## config.mk

```make
export PLATFORM = sky130hd
export DESIGN_NAME = alu_cmd_sequencer
export DESIGN_NICKNAME = d
export VERILOG_FILES = /design/src/rtl/alu_pkg.sv /design/src/rtl/alu_regfile.sv /design/src/rtl/alu_cmd_sequencer.sv
export SDC_FILE = /design/constraint.sdc
export NUM_CORES = 1
export LEC_CHECK = 0
export ABC_AREA = 1
export CAP_MARGIN = 20
export CORE_ASPECT_RATIO = 0.8
export CORE_MARGIN = 2
export CORE_UTILIZATION = 47
export CTS_CLUSTER_SIZE = 25
export DETAILED_ROUTE_END_ITERATION = 16
export PLACE_DENSITY = 0.85
export SYNTH_ARGS = -nofsm -noshare
export SYNTH_HDL_FRONTEND = slang
export SYNTH_SLANG_ARGS = --single-unit
export TNS_END_PERCENT = 100
```

## constraint.sdc

```tcl
create_clock -name clk -period 1.5 [get_ports clk]
set_input_delay 0.15 -clock clk [delete_from_list [all_inputs] [get_ports clk]]
set_output_delay 0.15 -clock clk [all_outputs]
set_load 0.01 [all_outputs]
```

## src/rtl/alu_pkg.sv

```systemverilog
// Shared definitions for the ALU command sequencer: opcodes, flag bit positions
// and the sequencer FSM encoding.
package alu_pkg;

    localparam logic [1:0] OP_ADDU = 2'b00;
    localparam logic [1:0] OP_ADD  = 2'b01;
    localparam logic [1:0] OP_SUB  = 2'b10;
    localparam logic [1:0] OP_CMP  = 2'b11;

    localparam int FLAG_Z = 4;
    localparam int FLAG_C = 3;
    localparam int FLAG_F = 2;
    localparam int FLAG_N = 1;
    localparam int FLAG_L = 0;

    typedef enum logic [1:0] {
        ST_IDLE    = 2'b00,
        ST_SETUP   = 2'b01,
        ST_CAPTURE = 2'b10,
        ST_RESP    = 2'b11
    } seq_state_t;

endpackage

```

## src/rtl/alu_regfile.sv

```systemverilog
// General register file: one synchronous write port, three combinational read
// ports (operand A, operand B, debug). No write-to-read bypass.
module alu_regfile #(
    parameter int WIDTH = 4,
    parameter int NREGS = 4,
    parameter int AW    = $clog2(NREGS)
) (
    input  logic             clk,
    input  logic             reset,
    input  logic             we,
    input  logic [AW-1:0]    waddr,
    input  logic [WIDTH-1:0] wdata,
    input  logic [AW-1:0]    ra_addr,
    input  logic [AW-1:0]    rb_addr,
    input  logic [AW-1:0]    rd_addr,
    output logic [WIDTH-1:0] ra_data,
    output logic [WIDTH-1:0] rb_data,
    output logic [WIDTH-1:0] rd_data
);

    logic [WIDTH-1:0] regs_q [NREGS];
    logic [WIDTH-1:0] regs_d [NREGS];

    always_comb begin
        for (int i = 0; i < NREGS; i++) begin
            regs_d[i] = regs_q[i];
        end
        if (we) begin
            regs_d[waddr] = wdata;
        end
    end

    always_ff @(posedge clk) begin
        for (int i = 0; i < NREGS; i++) begin
            if (reset) begin
                regs_q[i] <= '0;
            end else begin
                regs_q[i] <= regs_d[i];
            end
        end
    end

    assign ra_data = regs_q[ra_addr];
    assign rb_data = regs_q[rb_addr];
    assign rd_data = regs_q[rd_addr];

endmodule

```

## src/rtl/alu_cmd_sequencer.sv

```systemverilog
// Issues register-addressed commands to a combinational ALU, writes results
// back, latches flags into psr and returns a response per command.
module alu_cmd_sequencer
    import alu_pkg::*;
#(
    parameter int WIDTH = 4,
    parameter int NREGS = 4,
    parameter int CNT_W = 8,
    parameter int AW    = $clog2(NREGS)
) (
    input  logic             clk,
    input  logic             reset,
    input  logic             cmd_valid,
    output logic             cmd_ready,
    input  logic [1:0]       cmd_op,
    input  logic [AW-1:0]    cmd_dst,
    input  logic [AW-1:0]    cmd_src,
    input  logic             ld_en,
    input  logic [AW-1:0]    ld_addr,
    input  logic [WIDTH-1:0] ld_data,
    input  logic [AW-1:0]    rd_addr,
    output logic [WIDTH-1:0] rd_data,
    output logic [WIDTH-1:0] alu_a,
    output logic [WIDTH-1:0] alu_b,
    output logic [1:0]       alu_op,
    input  logic [WIDTH-1:0] alu_c,
    input  logic [4:0]       alu_flags,
    output logic             rsp_valid,
    input  logic             rsp_ready,
    output logic [WIDTH-1:0] rsp_result,
    output logic [4:0]       psr,
    output logic [CNT_W-1:0] ops_count
);

    seq_state_t       state_q, state_d;
    logic [WIDTH-1:0] alu_a_q, alu_a_d;
    logic [WIDTH-1:0] alu_b_q, alu_b_d;
    logic [1:0]       alu_op_q, alu_op_d;
    logic [AW-1:0]    dst_q, dst_d;
    logic [WIDTH-1:0] rsp_result_q, rsp_result_d;
    logic [4:0]       psr_q, psr_d;
    logic [CNT_W-1:0] ops_count_q, ops_count_d;
    logic             rsp_valid_q, rsp_valid_d;

    logic             rf_we;
    logic [AW-1:0]    rf_waddr;
    logic [WIDTH-1:0] rf_wdata;
    logic [WIDTH-1:0] ra_data, rb_data;

    alu_regfile #(.WIDTH(WIDTH), .NREGS(NREGS), .AW(AW)) u_regfile (
        .clk     (clk),
        .reset   (reset),
        .we      (rf_we),
        .waddr   (rf_waddr),
        .wdata   (rf_wdata),
        .ra_addr (cmd_dst),
        .rb_addr (cmd_src),
        .rd_addr (rd_addr),
        .ra_data (ra_data),
        .rb_data (rb_data),
        .rd_data (rd_data)
    );

    // Loads win over commands; the handshake only completes when no load is pending.
    assign cmd_ready = (state_q == ST_IDLE) && !ld_en;

    always_comb begin
        state_d      = state_q;
        alu_a_d      = alu_a_q;
        alu_b_d      = alu_b_q;
        alu_op_d     = alu_op_q;
        dst_d        = dst_q;
        rsp_result_d = rsp_result_q;
        psr_d        = psr_q;
        ops_count_d  = ops_count_q;
        rsp_valid_d  = rsp_valid_q;
        rf_we        = 1'b0;
        rf_waddr     = ld_addr;
        rf_wdata     = ld_data;
        case (state_q)
            ST_IDLE: begin
                if (ld_en) begin
                    rf_we = 1'b1;
                end else if (cmd_valid) begin
                    alu_a_d  = ra_data;
                    alu_b_d  = rb_data;
                    alu_op_d = cmd_op;
                    dst_d    = cmd_dst;
                    state_d  = ST_SETUP;
                end
            end
            ST_SETUP: begin
                state_d = ST_CAPTURE;
            end
            ST_CAPTURE: begin
                rsp_result_d = alu_c;
                psr_d        = alu_flags;
                if (alu_op_q != OP_CMP) begin
                    rf_we    = 1'b1;
                    rf_waddr = dst_q;
                    rf_wdata = alu_c;
                end
                if (ops_count_q != {CNT_W{1'b1}}) begin
                    ops_count_d = ops_count_q + CNT_W'(1);
                end
                rsp_valid_d = 1'b1;
                state_d     = ST_RESP;
            end
            ST_RESP: begin
                if (rsp_ready) begin
                    rsp_valid_d = 1'b0;
                    state_d     = ST_IDLE;
                end
            end
            default: state_d = ST_IDLE;
        endcase
    end

    always_ff @(posedge clk) begin
        if (reset) begin
            state_q      <= ST_IDLE;
            alu_a_q      <= '0;
            alu_b_q      <= '0;
            alu_op_q     <= '0;
            dst_q        <= '0;
            rsp_result_q <= '0;
            psr_q        <= '0;
            ops_count_q  <= '0;
            rsp_valid_q  <= 1'b0;
        end else begin
            state_q      <= state_d;
            alu_a_q      <= alu_a_d;
            alu_b_q      <= alu_b_d;
            alu_op_q     <= alu_op_d;
            dst_q        <= dst_d;
            rsp_result_q <= rsp_result_d;
            psr_q        <= psr_d;
            ops_count_q  <= ops_count_d;
            rsp_valid_q  <= rsp_valid_d;
        end
    end

    assign alu_a      = alu_a_q;
    assign alu_b      = alu_b_q;
    assign alu_op     = alu_op_q;
    assign rsp_valid  = rsp_valid_q;
    assign rsp_result = rsp_result_q;
    assign psr        = psr_q;
    assign ops_count  = ops_count_q;

endmodule

```

==> flow_summary_export.csv, run 1 <==
group,metric,value,unit
pwr,vdd_ir_drop_max,0.0008847,V
drt,met2_length,3017,µm
finish,area_growth,38.42,%
grt,grt_overflow_total,0,
finish,fill_cells,462,
sta,min_period_over_period,0.9581,
pwr,p_leak,1.628,nW
grt,track_usage,0.2167,
logic_synthesis,yosysUniqueCellTypes,24,
logic_synthesis,syn_avg_cell_area,6.547,µm²
logic_synthesis,synth_top_area_frac,0.3754,
floorplan,core_area,0.005345,mm²
min_path,min_path_cells,3,
critical_path,crit_type,"flop to output port",
clock_tree,htree_levels,2,
logic_synthesis,netlist_instances,391,
placed_design,gp_congestion,0.9218,
pwr,total_power,5.371,mW
critical_path,crit_family,"buffers and inverters",
sta,maxSlewHeadroom,0.7921,
placed_design,place_ws,-0.4202,ns
floorplan,die_area,0.006057,mm²
finish,multiInputGateArea,0.001375,mm²
min_path,hold_class,"input port to flop",
drt,drc,0,
critical_path,cp-start-kind,"flop",
min_path,holdPathEnd,"psr[2]$_SDFFE_PP0N_",
critical_path,slowest_stage,"clkdlybuf4s50_1",
floorplan,die_h,70.01,µm
critical_path,rrSetupSlack,0.07,ns
critical_path,rr_startpoint,"state_q[0]$_SDFFE_PP0P_",
floorplan,ios,61,
sta,rsz0062_at_grt,"true",
logic_synthesis,synth_area_leader_cell,"dfxtp_1",
drt,wirelength_met1,2976,µm
drt,finalWirelength,6579,µm
logic_synthesis,synth_seq_area_share,0.3754,
drt,vias,2667,
critical_path,cp_cell_sequence,"clkdlybuf4s50_1",
sta,report.final.hold_viol_count,0,
placed_design,place_hpwl,4665,µm
drt,top_layer,"met4",
finish,final_layout_size_suffix_gt1_frac,0.1468,
clock_tree,cts_tree,"built",
drt,viasPerCell,4.985,
grt,grt_max_degree,25,
critical_path,critPathCaptureType,"output port",
finish,antennaDiodeCount,0,
finish,nets,503,
sta,fin_ws,0.06285,ns
finish,finalInstanceArea,0.003543,mm²
logic_synthesis,synth_area_leaders,"dfxtp_1, nor2_1, nand2_1",
critical_path,arrival,1.29,ns
clock_tree,numCtsBuffers,5,
drt,wl_per_cell,12.30,µm
logic_synthesis,synth_seq_cells,48,
critical_path,cp_num_buf_inv,1,
critical_path,rr_endpoint,"u_regfile.regs_q[2][3]$_SDFFE_PP0P_",
pwr,p_per_area,1516,mW/mm²
logic_synthesis,synth_fp_nets,424,
status,status,"finished clean",
sta,worstMarginPinSlew,0.3106,ns
placed_design,placed_cell_area,0.003316,mm²
drt,final_antenna_net_count,0,
clock_tree,clock_sinks,48,
logic_synthesis,yosysWarnings,0,
floorplan,start_util,0.4789,
floorplan,rows,24,
clock_tree,clk_pin_slew_worst_paths,0.09,ns
grt,grt_pass1_vias,2330,
critical_path,worstPathRequired,1.35,ns
min_path,hold_path_startpoint,"alu_flags[2]",
drt,drt_pass1_iterations,4,
logic_synthesis,netlist_area,0.002560,mm²
finish,regArea,967.2,µm²
drt,route.met3.wl,410,µm
clock_tree,ctsHoldBuffers,0,
placed_design,portBuffers,60,
job,drv_cap,0,
grt,grt_pass1_wl,10490,µm
sta,setup_viol,0,
critical_path,crit_fanout,5,
critical_path,reg2reg_depth,10,
finish,post-route-util,0.6629,
drt,drt_iter0_drc,113,
clock_tree,clkLatencyLatePin,0.31,ns
sta,slew_viol_final,0,
clock_tree,cts-root-buf,"clkbuf_8",
sta,finalCriticalPeriod,1.437,ns
floorplan,die_width,86.51,µm
grt,antenna_found_initial,0,
sta,clock_skew,0.01011,ns
sta,clock.fmax,695.8,MHz
critical_path,cpPeakStageDelay,0.57,ns
clock_tree,ctsLongestPathBuffers,2,
-- state kept, by name, indices dropped and copies added (netlist names) --
name and cells:
alu_b 4, rsp_valid 1, alu_op 2, state_q 2, psr 5, alu_a 4
dst_q 2, u_regfile.regs_q 16, rsp_result 4, ops_count 8
-- worst max path at each step --
| stage | slack [ns] | end | start | depth (start not counted) |
|---|---|---|---|---|
| 2_1_floorplan | 0.11 | ops_count[2]$_SDFFE_PP0P_ | ops_count[0]$_SDFFE_PP0P_ | 8 |
| 3_3_place_gp | -0.29 | rd_data[3] | rd_addr[0] | 6 |
| 3_5_place_dp | -0.42 | rd_data[2] | rd_addr[0] | 6 |
| 4_1_cts | 0.002 | rd_data[0] | rd_addr[0] | 6 |
| 5_1_grt | -0.01 | u_regfile.regs_q[2][3]$_SDFFE_PP0P_ | state_q[0]$_SDFFE_PP0P_ | 10 |
| 6_report | 0.06 | ops_count[4] | ops_count[4]$_SDFFE_PP0P_ | 1 |
-- cell usage after synthesis (all sizes together) --
master  instances
nor3            4
nand2          84
inv            51
o211ai          3
nand3b          1
clkbuf          4
clkinv          1
nor2           87
nand3          19
buf             8
o21ai          44
dfxtp          48
a21oi          31
ha              5
xor2            1
-- kinds of logic (layout without fill, tap and decap cells) --
logic type / after synthesis / count (layout) / synth area share
AND/OR/NAND/NOR: 195 / 195 / 0.3319
AO/OA/AOI/OAI: 78 / 78 / 0.1598
buffers and inverters: 64 / 143 / 0.1051
flip-flops: 48 / 48 / 0.3754
adder cells (fa/ha/maj): 5 / 5 / 0.02444
XOR/XNOR: 1 / 1 / 0.003422
-- cells in the final DEF (no fill, tap or decap), drive strengths merged --
cell type | Yosys | final
ha | 5 | 5
o21ai | 44 | 44
clkinv | 1 | 2
xor2 | 1 | 1
o211ai | 3 | 3
dfxtp | 48 | 48
clkdlybuf4s50 | 0 | 55
buf | 8 | 25
a21oi | 31 | 31
nand2 | 84 | 84
nand3 | 19 | 19
nor2 | 87 | 87
bufinv | 0 | 2
nor3 | 4 | 4
clkbuf | 4 | 9
nand3b | 1 | 1
inv | 51 | 50
-- repair_timing --
action,CTS,global route
endpoints found under the setup margin,21,36
resized for setup,17,33
pin swaps,2,3
buffers inserted,1,5
-- through the flow --
stage	hold WS (ns)	instances	setup TNS, ns
4_1_cts	0.4117	530	0
2_1_floorplan	0.2849	391	0
6_report	0.4192	535	0
5_1_grt	0.4074	535	-0.04118
3_5_place_dp	0.4726	522	-1.977
3_3_place_gp	0.4635	522	-1.176
-- layer usage --
metal	GRT usage	vias up
li1	-	1385
met1	0.2916	1179
met2	0.3342	83
met3	0.05083	20
met4	0.08681	0
met5	0	-
-- worst register-to-register path: stages (launching register included) --
cell,delay [ns]
dfxtp_2,0.35
inv_4,0.08
ha_4,0.16
nand2_4,0.09
buf_12,0.15
o21ai_4,0.06
buf_12,0.14
nand3_4,0.12
nand2_2,0.09
nand2_1,0.05
nor2_1,0.09
-- final cells by class --
type                       instances  area share
multi-input combinational        279      0.3881
sequential                        48      0.2730
clock inverter                     2     0.01695
tap                               65     0.02295
inverter                          52     0.05720
timing repair buffer              84      0.2225
clock buffer                       5     0.01942
-- power by group --
group	internal, mW	switching [mW]	leakage, nW
Clock	0.656	0.431	0.0642
Sequential	1.61	0.235	0.393
Combinational	1.12	1.31	1.17
Total	3.39	1.98	1.63
(Power assumes the default switching activity.)
==> inputs of run 2 (changes only) <==
Settings changed: CTS_CLUSTER_SIZE 25 to 12.
==> results of run 2 <==
The final DEF is identical to that of run 1; final timing and power are the same.
